File: config.mk
export PLATFORM = sky130hd
export DESIGN_NAME = uart_rx_fifo
export DESIGN_NICKNAME = d
export VERILOG_FILES = /design/src/rtl/uart_rx_fifo.sv
export SDC_FILE = /design/constraint.sdc
export NUM_CORES = 1
export LEC_CHECK = 0
export CORE_MARGIN = 8
export CORE_UTILIZATION = 50
export DETAILED_ROUTE_END_ITERATION = 16
export GPL_TIMING_DRIVEN = 1
export PLACE_DENSITY = 0.68
export SYNTH_ARGS = -nofsm -noshare
export SYNTH_HDL_FRONTEND = slang
export SYNTH_SLANG_ARGS = --single-unit
File: constraint.sdc
create_clock -name clk -period 6.25 [get_ports clk]
set_input_delay 1.25 -clock clk [delete_from_list [all_inputs] [get_ports clk]]
set_output_delay 1.25 -clock clk [all_outputs]
set_load 0.05 [all_outputs]
File: src/rtl/uart_rx_fifo.sv
// rtl/uart_rx_fifo.sv - UART receive FIFO with frame detect, show-ahead output and optional idle timeout (UART_RX_FIFO_TIMEOUT_EN)
module uart_rx_fifo #(
  parameter int DEPTH          = 16,
  parameter int AF_LEVEL       = 12,
  parameter int TIMEOUT_CYCLES = 25000
) (
  input  logic                     clk,
  input  logic                     rst_n,
  input  logic                     rx_ready,
  input  logic [7:0]               rx_data,
  input  logic                     rx_parity_valid,
  output logic                     m_valid,
  input  logic                     m_ready,
  output logic [7:0]               m_data,
  output logic                     m_perr,
  input  logic                     flush,
  input  logic                     clr_ovf,
  output logic [$clog2(DEPTH):0]   count,
  output logic                     almost_full,
  output logic                     overflow,
  output logic                     timeout
);

  localparam int PW = $clog2(DEPTH);
  localparam int CW = PW + 1;
  localparam logic [CW-1:0] DEPTH_C = CW'(DEPTH);
  localparam logic [CW-1:0] AF_C    = CW'(AF_LEVEL);

  // Entry layout: bit 8 = parity error tag, bits 7:0 = received byte.
  logic [8:0]    mem_q [DEPTH];

  logic          rdy_prev_q;
  logic [PW-1:0] rd_ptr_q, rd_ptr_d;
  logic [PW-1:0] wr_ptr_q, wr_ptr_d;
  logic [CW-1:0] count_q, count_d;
  logic          overflow_q, overflow_d;

  logic          push_req;
  logic          pop;
  logic          room;
  logic          accept;
  logic          drop;
  logic [8:0]    head;

  assign push_req = rx_ready & ~rdy_prev_q;
  assign m_valid  = (count_q != '0);
  assign pop      = m_valid & m_ready & ~flush;
  // A pop in the same cycle frees the slot the incoming byte needs.
  assign room     = (count_q < DEPTH_C) | (m_valid & m_ready);
  assign accept   = push_req & room & ~flush;
  assign drop     = push_req & ~room & ~flush;

  assign head        = mem_q[rd_ptr_q];
  assign m_data      = m_valid ? head[7:0] : 8'h00;
  assign m_perr      = m_valid ? head[8] : 1'b0;
  assign count       = count_q;
  assign almost_full = (count_q >= AF_C);
  assign overflow    = overflow_q;

  // Next-state for pointers, fill count and the sticky overflow flag; flush overrides everything.
  always_comb begin
    rd_ptr_d   = rd_ptr_q;
    wr_ptr_d   = wr_ptr_q;
    count_d    = count_q;
    overflow_d = overflow_q;
    if (flush) begin
      rd_ptr_d   = '0;
      wr_ptr_d   = '0;
      count_d    = '0;
      overflow_d = 1'b0;
    end else begin
      if (pop) begin
        rd_ptr_d = rd_ptr_q + PW'(1);
      end
      if (accept) begin
        wr_ptr_d = wr_ptr_q + PW'(1);
      end
      case ({accept, pop})
        2'b10:   count_d = count_q + CW'(1);
        2'b01:   count_d = count_q - CW'(1);
        default: count_d = count_q;
      endcase
      if (clr_ovf) begin
        overflow_d = 1'b0;
      end
      if (drop) begin
        overflow_d = 1'b1;
      end
    end
  end

  // Control state registers; rdy_prev resets high so an idle-high receiver is not seen as a frame.
  always_ff @(posedge clk or negedge rst_n) begin
    if (!rst_n) begin
      rdy_prev_q <= 1'b1;
      rd_ptr_q   <= '0;
      wr_ptr_q   <= '0;
      count_q    <= '0;
      overflow_q <= 1'b0;
    end else begin
      rdy_prev_q <= rx_ready;
      rd_ptr_q   <= rd_ptr_d;
      wr_ptr_q   <= wr_ptr_d;
      count_q    <= count_d;
      overflow_q <= overflow_d;
    end
  end

  // Storage array is not reset; the head output is gated while empty instead.
  always_ff @(posedge clk) begin
    if (accept) begin
      mem_q[wr_ptr_q] <= {~rx_parity_valid, rx_data};
    end
  end

`ifdef UART_RX_FIFO_TIMEOUT_EN
  logic [31:0] idle_q, idle_d;
  logic        timeout_q, timeout_d;
  logic        idle_clr;

  assign idle_clr = accept | flush | (count_q == '0);
  assign timeout  = timeout_q;

  // Saturating idle counter; timeout latches when the counter reaches the limit.
  always_comb begin
    idle_d    = idle_q;
    timeout_d = timeout_q;
    if (idle_clr) begin
      idle_d    = '0;
      timeout_d = 1'b0;
    end else begin
      if (idle_q != '1) begin
        idle_d = idle_q + 32'd1;
      end
      if (idle_d == 32'(TIMEOUT_CYCLES)) begin
        timeout_d = 1'b1;
      end
    end
  end

  // Idle counter and timeout flag registers.
  always_ff @(posedge clk or negedge rst_n) begin
    if (!rst_n) begin
      idle_q    <= '0;
      timeout_q <= 1'b0;
    end else begin
      idle_q    <= idle_d;
      timeout_q <= timeout_d;
    end
  end
`else
  assign timeout = 1'b0;
`endif

endmodule

==> run_results.csv, run 1 <==
group,metric,value,unit
place,gp_congestion,0.771,
synth,netlist_area,0.00651,mm2
synth,synthAdderAreaFrac,1.34,%
worst_setup_path,max_stage_delay,0.76,ns
sta,worst_slack,1.35,ns
worst_setup_path,path_buf_inv,2,
worst_setup_path,crit_path_top_delay_cell,"clkdlybuf4s50_1",
power_and_ir_drop,vdd_drop_max,0.259,mV
drt,first_pass_iters,5,
synth,synthMuxAreaShare,16.5,%
power_and_ir_drop,cellLeakagePower,2.46,nW
finish,antenna_cells,0,
sta,period_needed,4.90,ns
clock_network,cts.path.max_buffers,2,
synth,synth_top_family_by_area,"multiplexers",
sta,fmax,0.204,GHz
synth,synth_common_cells,"edfxtp_1 (144), mux4_2 (45), nor2_1 (29), dfrtp_1 (14), nor2b_1 (14)",
sta,setup_viol,0,
clock_network,hold_buffers,0,
synth,ys_ff_latch,159,
clock_network,cts_root_buffer,"clkbuf_16",
clock_network,numCtsBuffers,17,
place,port_buffers,31,
drt,drtIter0Drc,347,
synth,synth_top_cell_area_share,66.4,%
worst_setup_path,arrival,3.65,ns
clock_network,cts_setup_buffers,0,
synth,synthMostInstantiatedCell,"edfxtp_1",
floorplan,num_rows,41,
synth,yosys_most_used_dff,"edfxtp_1",
finish,finalInstanceArea,0.00758,mm2
synth,synth_seq_area_share,72.2,%
drt,drc,0,
synth,ys_types,38,
drt,viasPerCell,5.66,
clock_network,cts_tree,"done",
sta,rsz0062_at_grt,"false",
worst_setup_path,crit_top_cell,"mux4_2",
sta,period_share,78.4,%
floorplan,io_pins,33,
worst_setup_path,path_delay_family,"buffers and inverters",
synth,ys_warn_count,0,
floorplan,dieArea,0.0169,mm2
sta,fin_tns_setup,0,ns
power_and_ir_drop,p_per_area,406,mW/mm2
power_and_ir_drop,pwr-share-clk,31.7,%
synth,synth_xor_area_share,0.941,%
finish,area.growth.synth_to_final,16.4,%
floorplan,die_w,130,um
global_routing,grt_pass1_wl,20300,um
clock_network,h-tree-depth,4,
clock_network,cts.sinks,159,
sta,fin_skew,0.00799,ns
global_routing,grt-ovfl-total,0,
global_routing,antenna_found_initial,0,
finish,layout.nets,401,
place,postPlaceCellArea,0.00703,mm2
sta,finalHoldViolations,0,
synth,syn_nets,360,
power_and_ir_drop,p_int,2.14,mW
power_and_ir_drop,seq_power_share,40.7,%
sta,tightestPinTransition,1.21,ns
flow_run,maxCapViolations,0,
worst_setup_path,start_kind,"flip-flop",
drt,vias,3192,
clock_network,clkTransAtPathRegs,0.06,ns
place,place_ws,1.71,ns
clock_network,clkLatencyLatePin,0.42,ns
worst_setup_path,required,5.00,ns
worst_setup_path,path_class,"flip-flop to primary output",
sta,maxSlewViolCount,0,
min_path,hold_class,"flip-flop to flip-flop",
power_and_ir_drop,combPwrFrac,27.6,%
synth,synthTopCellsByArea,"edfxtp_1 (66%), mux4_2 (16%), dfrtp_1 (5.4%)",
synth,synth_edf_count,144,
synth,synth_top_cell_by_area,"edfxtp_1",
synth,synth-compound-area-share,2.32,%
synth,avgSynthCellArea,19.3,um2
synth,synthCells,338,
floorplan,core-area,0.0127,mm2
global_routing,grt_pass1_vias,3333,
floorplan,die_h,130,um
clock_network,cts_resized,0,
global_routing,grtUsageTotal,17.1,%
drt,wire_per_inst,23.4,um
worst_setup_path,cp_max_fo,25,
power_and_ir_drop,switching_share,30.3,%
floorplan,start_util,51.4,%
power_and_ir_drop,power_switching,0.933,mW
drt,final_antenna_net_count,0,
place,hpwl,7920,um
sta,max_slew_margin,18.9,%
sta,whs,0.600,ns
global_routing,grt_max_degree,26,
worst_setup_path,critPathCaptureType,"primary output",
outcome,status,"finished clean",
synth,synth-simple-area-share,4.99,%
drt,totalWireLength,13200,um
synth,async_flop_share,9.43,%
power_and_ir_drop,fin_total_pwr,3.08,mW
worst_setup_path,path_cells,"buf_4 > mux4_2 > mux4_2 > nor2b_1 > clkdlybuf4s50_1",
finish,drive_above_1_share,22.2,%
power by group through the flow:
stage	clock [mW]	combinational, mW	sequential, mW
after floorplan	0	0.621	1.27
after global placement	0	0.848	1.27
after detailed placement	0	0.858	1.27
after CTS	0.986	0.860	1.25
after global routing	1.03	0.903	1.26
final	0.974	0.850	1.25
flip-flops by register name, summed over array words and instances (netlist names):
| register | count |
|---|---|
| wr_ptr_q | 4 |
| overflow | 1 |
| rd_ptr_q | 4 |
| mem_q | 144 |
| count | 5 |
| rdy_prev_q | 1 |
metal layers:
| layer | share of wire [%] | vias up | global-route usage [%] | wire (um) |
|---|---|---|---|---|
| li1 | - | 1429 | - | - |
| met1 | 40 | 1655 | 21.9 | 5310 |
| met2 | 51 | 94 | 27.3 | 6770 |
| met3 | 6.7 | 14 | 5.10 | 887 |
| met4 | 1.8 | 0 | 6.08 | 239 |
| met5 | 0 | - | 0 | 0 |
area by class of cell:
type	instances	area (um2)
fillers	953	5090
multi-input cells	153	1710
repair buffers	39	370
inverters	9	33.8
clock buffers	21	440
flip-flops and latches	159	4700
well taps	172	215
clock inverters	11	118
path summary, 6_finish.rpt:
path,cells after the start,end,from,slack [ns]
worst min register to register,2,count[3],count[3],0.60
worst max-delay path,5,m_data[7],rd_ptr_q[0],1.35
max in group asynchronous,1,rd_ptr_q[0],rst_n,4.50
min in group asynchronous,1,count[3],rst_n,1.26
worst max register to register,9,count[4],count[2],3.30
worst min-delay path,2,count[3],count[3],0.60
cells in the final DEF (no fill, tap or decap), drive strengths merged:
cell type | netlist | final
o2111a | 1 | 1
xnor2 | 3 | 3
and3 | 1 | 1
o22ai | 1 | 1
nand3 | 3 | 3
nor2 | 29 | 29
dfrtp | 14 | 14
nand2b | 1 | 1
a32o | 1 | 1
or2 | 1 | 1
a31oi | 1 | 1
or4 | 1 | 1
nor2b | 14 | 14
a21oi | 7 | 7
edfxtp | 144 | 144
clkinvlp | 0 | 3
a221oi | 1 | 1
clkdlybuf4s50 | 0 | 31
mux2 | 2 | 2
inv | 9 | 9
xor2 | 4 | 4
buf | 7 | 8
conb | 1 | 1
mux2i | 4 | 4
o2111ai | 1 | 1
o21ai | 4 | 4
clkbuf | 10 | 21
dfstp | 1 | 1
mux4 | 45 | 45
or3 | 3 | 3
a2bb2oi | 1 | 1
and2 | 4 | 4
nand4 | 1 | 1
a31o | 1 | 1
nand2 | 10 | 10
ha | 7 | 7
clkinv | 0 | 6
bufinv | 0 | 2
cells by family (layout without fill, tap and decap cells):
group	count (synthesis)	in the layout
flops	159	159
simple gates	68	68
mux	51	51
buf+inv	26	80
compound gates	19	19
fa+ha+maj	7	7
xor+xnor	7	7
other cells	1	1
worst reg2reg max path, cell delays in order (launching register included):
cell and delay (ns):
dfrtp_1 0.45, or4_1 0.69, o2111ai_4 0.29, xnor2_1 0.10
ha_1 0.23, or3_1 0.31, a21oi_1 0.15, mux2i_1 0.11
or2_1 0.26, a221oi_2 0.26
stage by stage:
step,util [%],instances
detailed placement,55.5,532
floorplan,-,338
global route,59.9,564
finish,59.9,564
global placement,55.5,532
CTS,59.9,564
(Power assumes the default switching activity.)
==> run 2, diff against run 1 <==
==> constraint.sdc (replaced) <==
create_clock -name clk -period 4.7 [get_ports clk]
set_input_delay 0.94 -clock clk [delete_from_list [all_inputs] [get_ports clk]]
set_output_delay 0.94 -clock clk [all_outputs]
set_load 0.05 [all_outputs]
==> run_results.csv, run 2 (synthesis gave the netlist of run 1 again) <==
group,metric,value,unit
sta,period_share,84.5,%
drt,viasPerCell,5.65,
finish,antenna_cells,0,
finish,drive_above_1_share,24.2,%
clock_network,clkTransAtPathRegs,0.06,ns
finish,mostFrequentLayoutCells,"edfxtp_1 (144), mux4_2 (45), clkdlybuf4s50_1 (31), nor2_1 (29), clkbuf_16 (17)",
floorplan,num_rows,41,
floorplan,die_w,130,um
finish,layout.nets,410,
sta,finalHoldViolations,0,
clock_network,numCtsBuffers,17,
worst_setup_path,cp_max_fo,39,
clock_network,hold_buffers,0,
finish,multiInputGateArea,0.00171,mm2
place,postPlaceCellArea,0.00711,mm2
floorplan,core-area,0.0127,mm2
clock_network,cts_setup_buffers,0,
worst_setup_path,arrival,3.03,ns
global_routing,grt-busiest-layer,"met2",
finish,ff_latch_area,0.00470,mm2
global_routing,met2_usage,28.3,%
worst_setup_path,start_kind,"flip-flop",
worst_setup_path,rr_worst_depth,9,
drt,first_pass_iters,4,
drt,totalWireLength,13000,um
clock_network,cts_resized,0,
min_path,hold_class,"flip-flop to flip-flop",
global_routing,grt_pass1_vias,3411,
drt,final_antenna_net_count,0,
sta,maxSlewViolCount,0,
finish,largest_reg_flops,144,
global_routing,grt-ovfl-total,0,
drt,drtIter0Drc,333,
floorplan,start_util,51.4,%
power_and_ir_drop,cellLeakagePower,2.52,nW
sta,period_needed,3.97,ns
sta,fin_tns_setup,0,ns
sta,tightestPinTransition,0.825,ns
clock_network,cts.sinks,159,
global_routing,grtUsageTotal,16.9,%
finish,area.growth.synth_to_final,17.9,%
drt,drc,0,
place,gp_congestion,0.808,
sta,rsz0062_at_grt,"false",
floorplan,dieArea,0.0169,mm2
sta,fin_skew,0.00489,ns
flow_run,maxCapViolations,0,
worst_setup_path,path_class,"flip-flop to primary output",
power_and_ir_drop,vdd_drop_max,0.288,mV
drt,vias,3236,
place,port_buffers,31,
sta,setup_viol,0,
clock_network,cts.path.max_buffers,2,
global_routing,grt_pass1_wl,20100,um
outcome,status,"finished clean",
min_path,whs_path_depth,2,
global_routing,grt_max_degree,40,
floorplan,io_pins,33,
floorplan,die_h,130,um
clock_network,clkLatencyLatePin,0.42,ns
finish,fillers,926,
clock_network,cts_root_buffer,"clkbuf_16",
finish,finalInstanceArea,0.00768,mm2
clock_network,h-tree-depth,4,
worst_setup_path,required,3.76,ns
worst_setup_path,critPathCaptureType,"primary output",
worst_setup_path,r2r_slack,1.74,ns
finish,mostFrequentLayoutCell,"edfxtp_1",
power_and_ir_drop,p_per_area,537,mW/mm2
drt,wire_per_inst,22.7,um
clock_network,cts_tree,"done",
global_routing,grtUsageMet1,20.5,%
finish,regMostFlops,"mem_q",
place,hpwl,8240,um
sta,max_slew_margin,45.0,%
global_routing,grtUsageMet3,3.96,%
sta,fmax,0.252,GHz
global_routing,antenna_found_initial,0,
run 2: cell types whose count changed in the layout (fill, tap and decap cells not counted), sizes merged:
cell	previous run	this run
buf	8	17
clkbuf	21	17
clkinv	6	10
clkinvlp	3	2
inv	9	10
run 2: final timing paths:
kind,startpoint,to
max,rd_ptr_q[0],m_data[3]
min,count[3],count[3]
max reg2reg,count[2],count[4]
min reg2reg,count[3],count[3]
max in group asynchronous,rst_n,rd_ptr_q[0]
min in group asynchronous,rst_n,count[1]
run 2: power by group:
group	switching, mW	internal [mW]	total, mW
registers	0.0423	1.57	1.62
logic	0.677	0.523	1.20
clock network	0.534	0.776	1.31
run 2: metal layers:
layer  wire [um]  up-vias
li1            -     1447
met1        5110     1649
met2        6600      123
met3        1110       17
met4         202        0
met5           0        -
run 2: cell type report:
cell class	count	share of cell area, %
sequential	159	61.2
clock buffer	17	5.54
inverter	9	0.440
tap	172	2.80
multi-input combinational	153	22.2
timing repair buffer	48	5.87
clock inverter	15	1.91
run 2: critical path: stages, from the launching register on:
cell             delay [ns]
dfrtp_2                0.37
buf_12                 0.30
mux4_2                 0.55
mux4_2                 0.49
nor2b_1                0.17
clkdlybuf4s50_1        0.70
run 2: stage by stage:
stage / setup WS, ns / hold slack [ns] / std cells / utilization [%] / power, mW
after global routing: 0.624 / 0.617 / 573 / 60.6 / 4.29
after floorplan: 1.55 / 0.504 / 338 / - / 2.51
final: 0.729 / 0.593 / 573 / 60.6 / 4.13
after detailed placement: 1.15 / 0.587 / 541 / 56.1 / 2.86
after CTS: 0.691 / 0.598 / 573 / 60.6 / 4.16
after global placement: 1.17 / 0.575 / 541 / 56.1 / 2.85
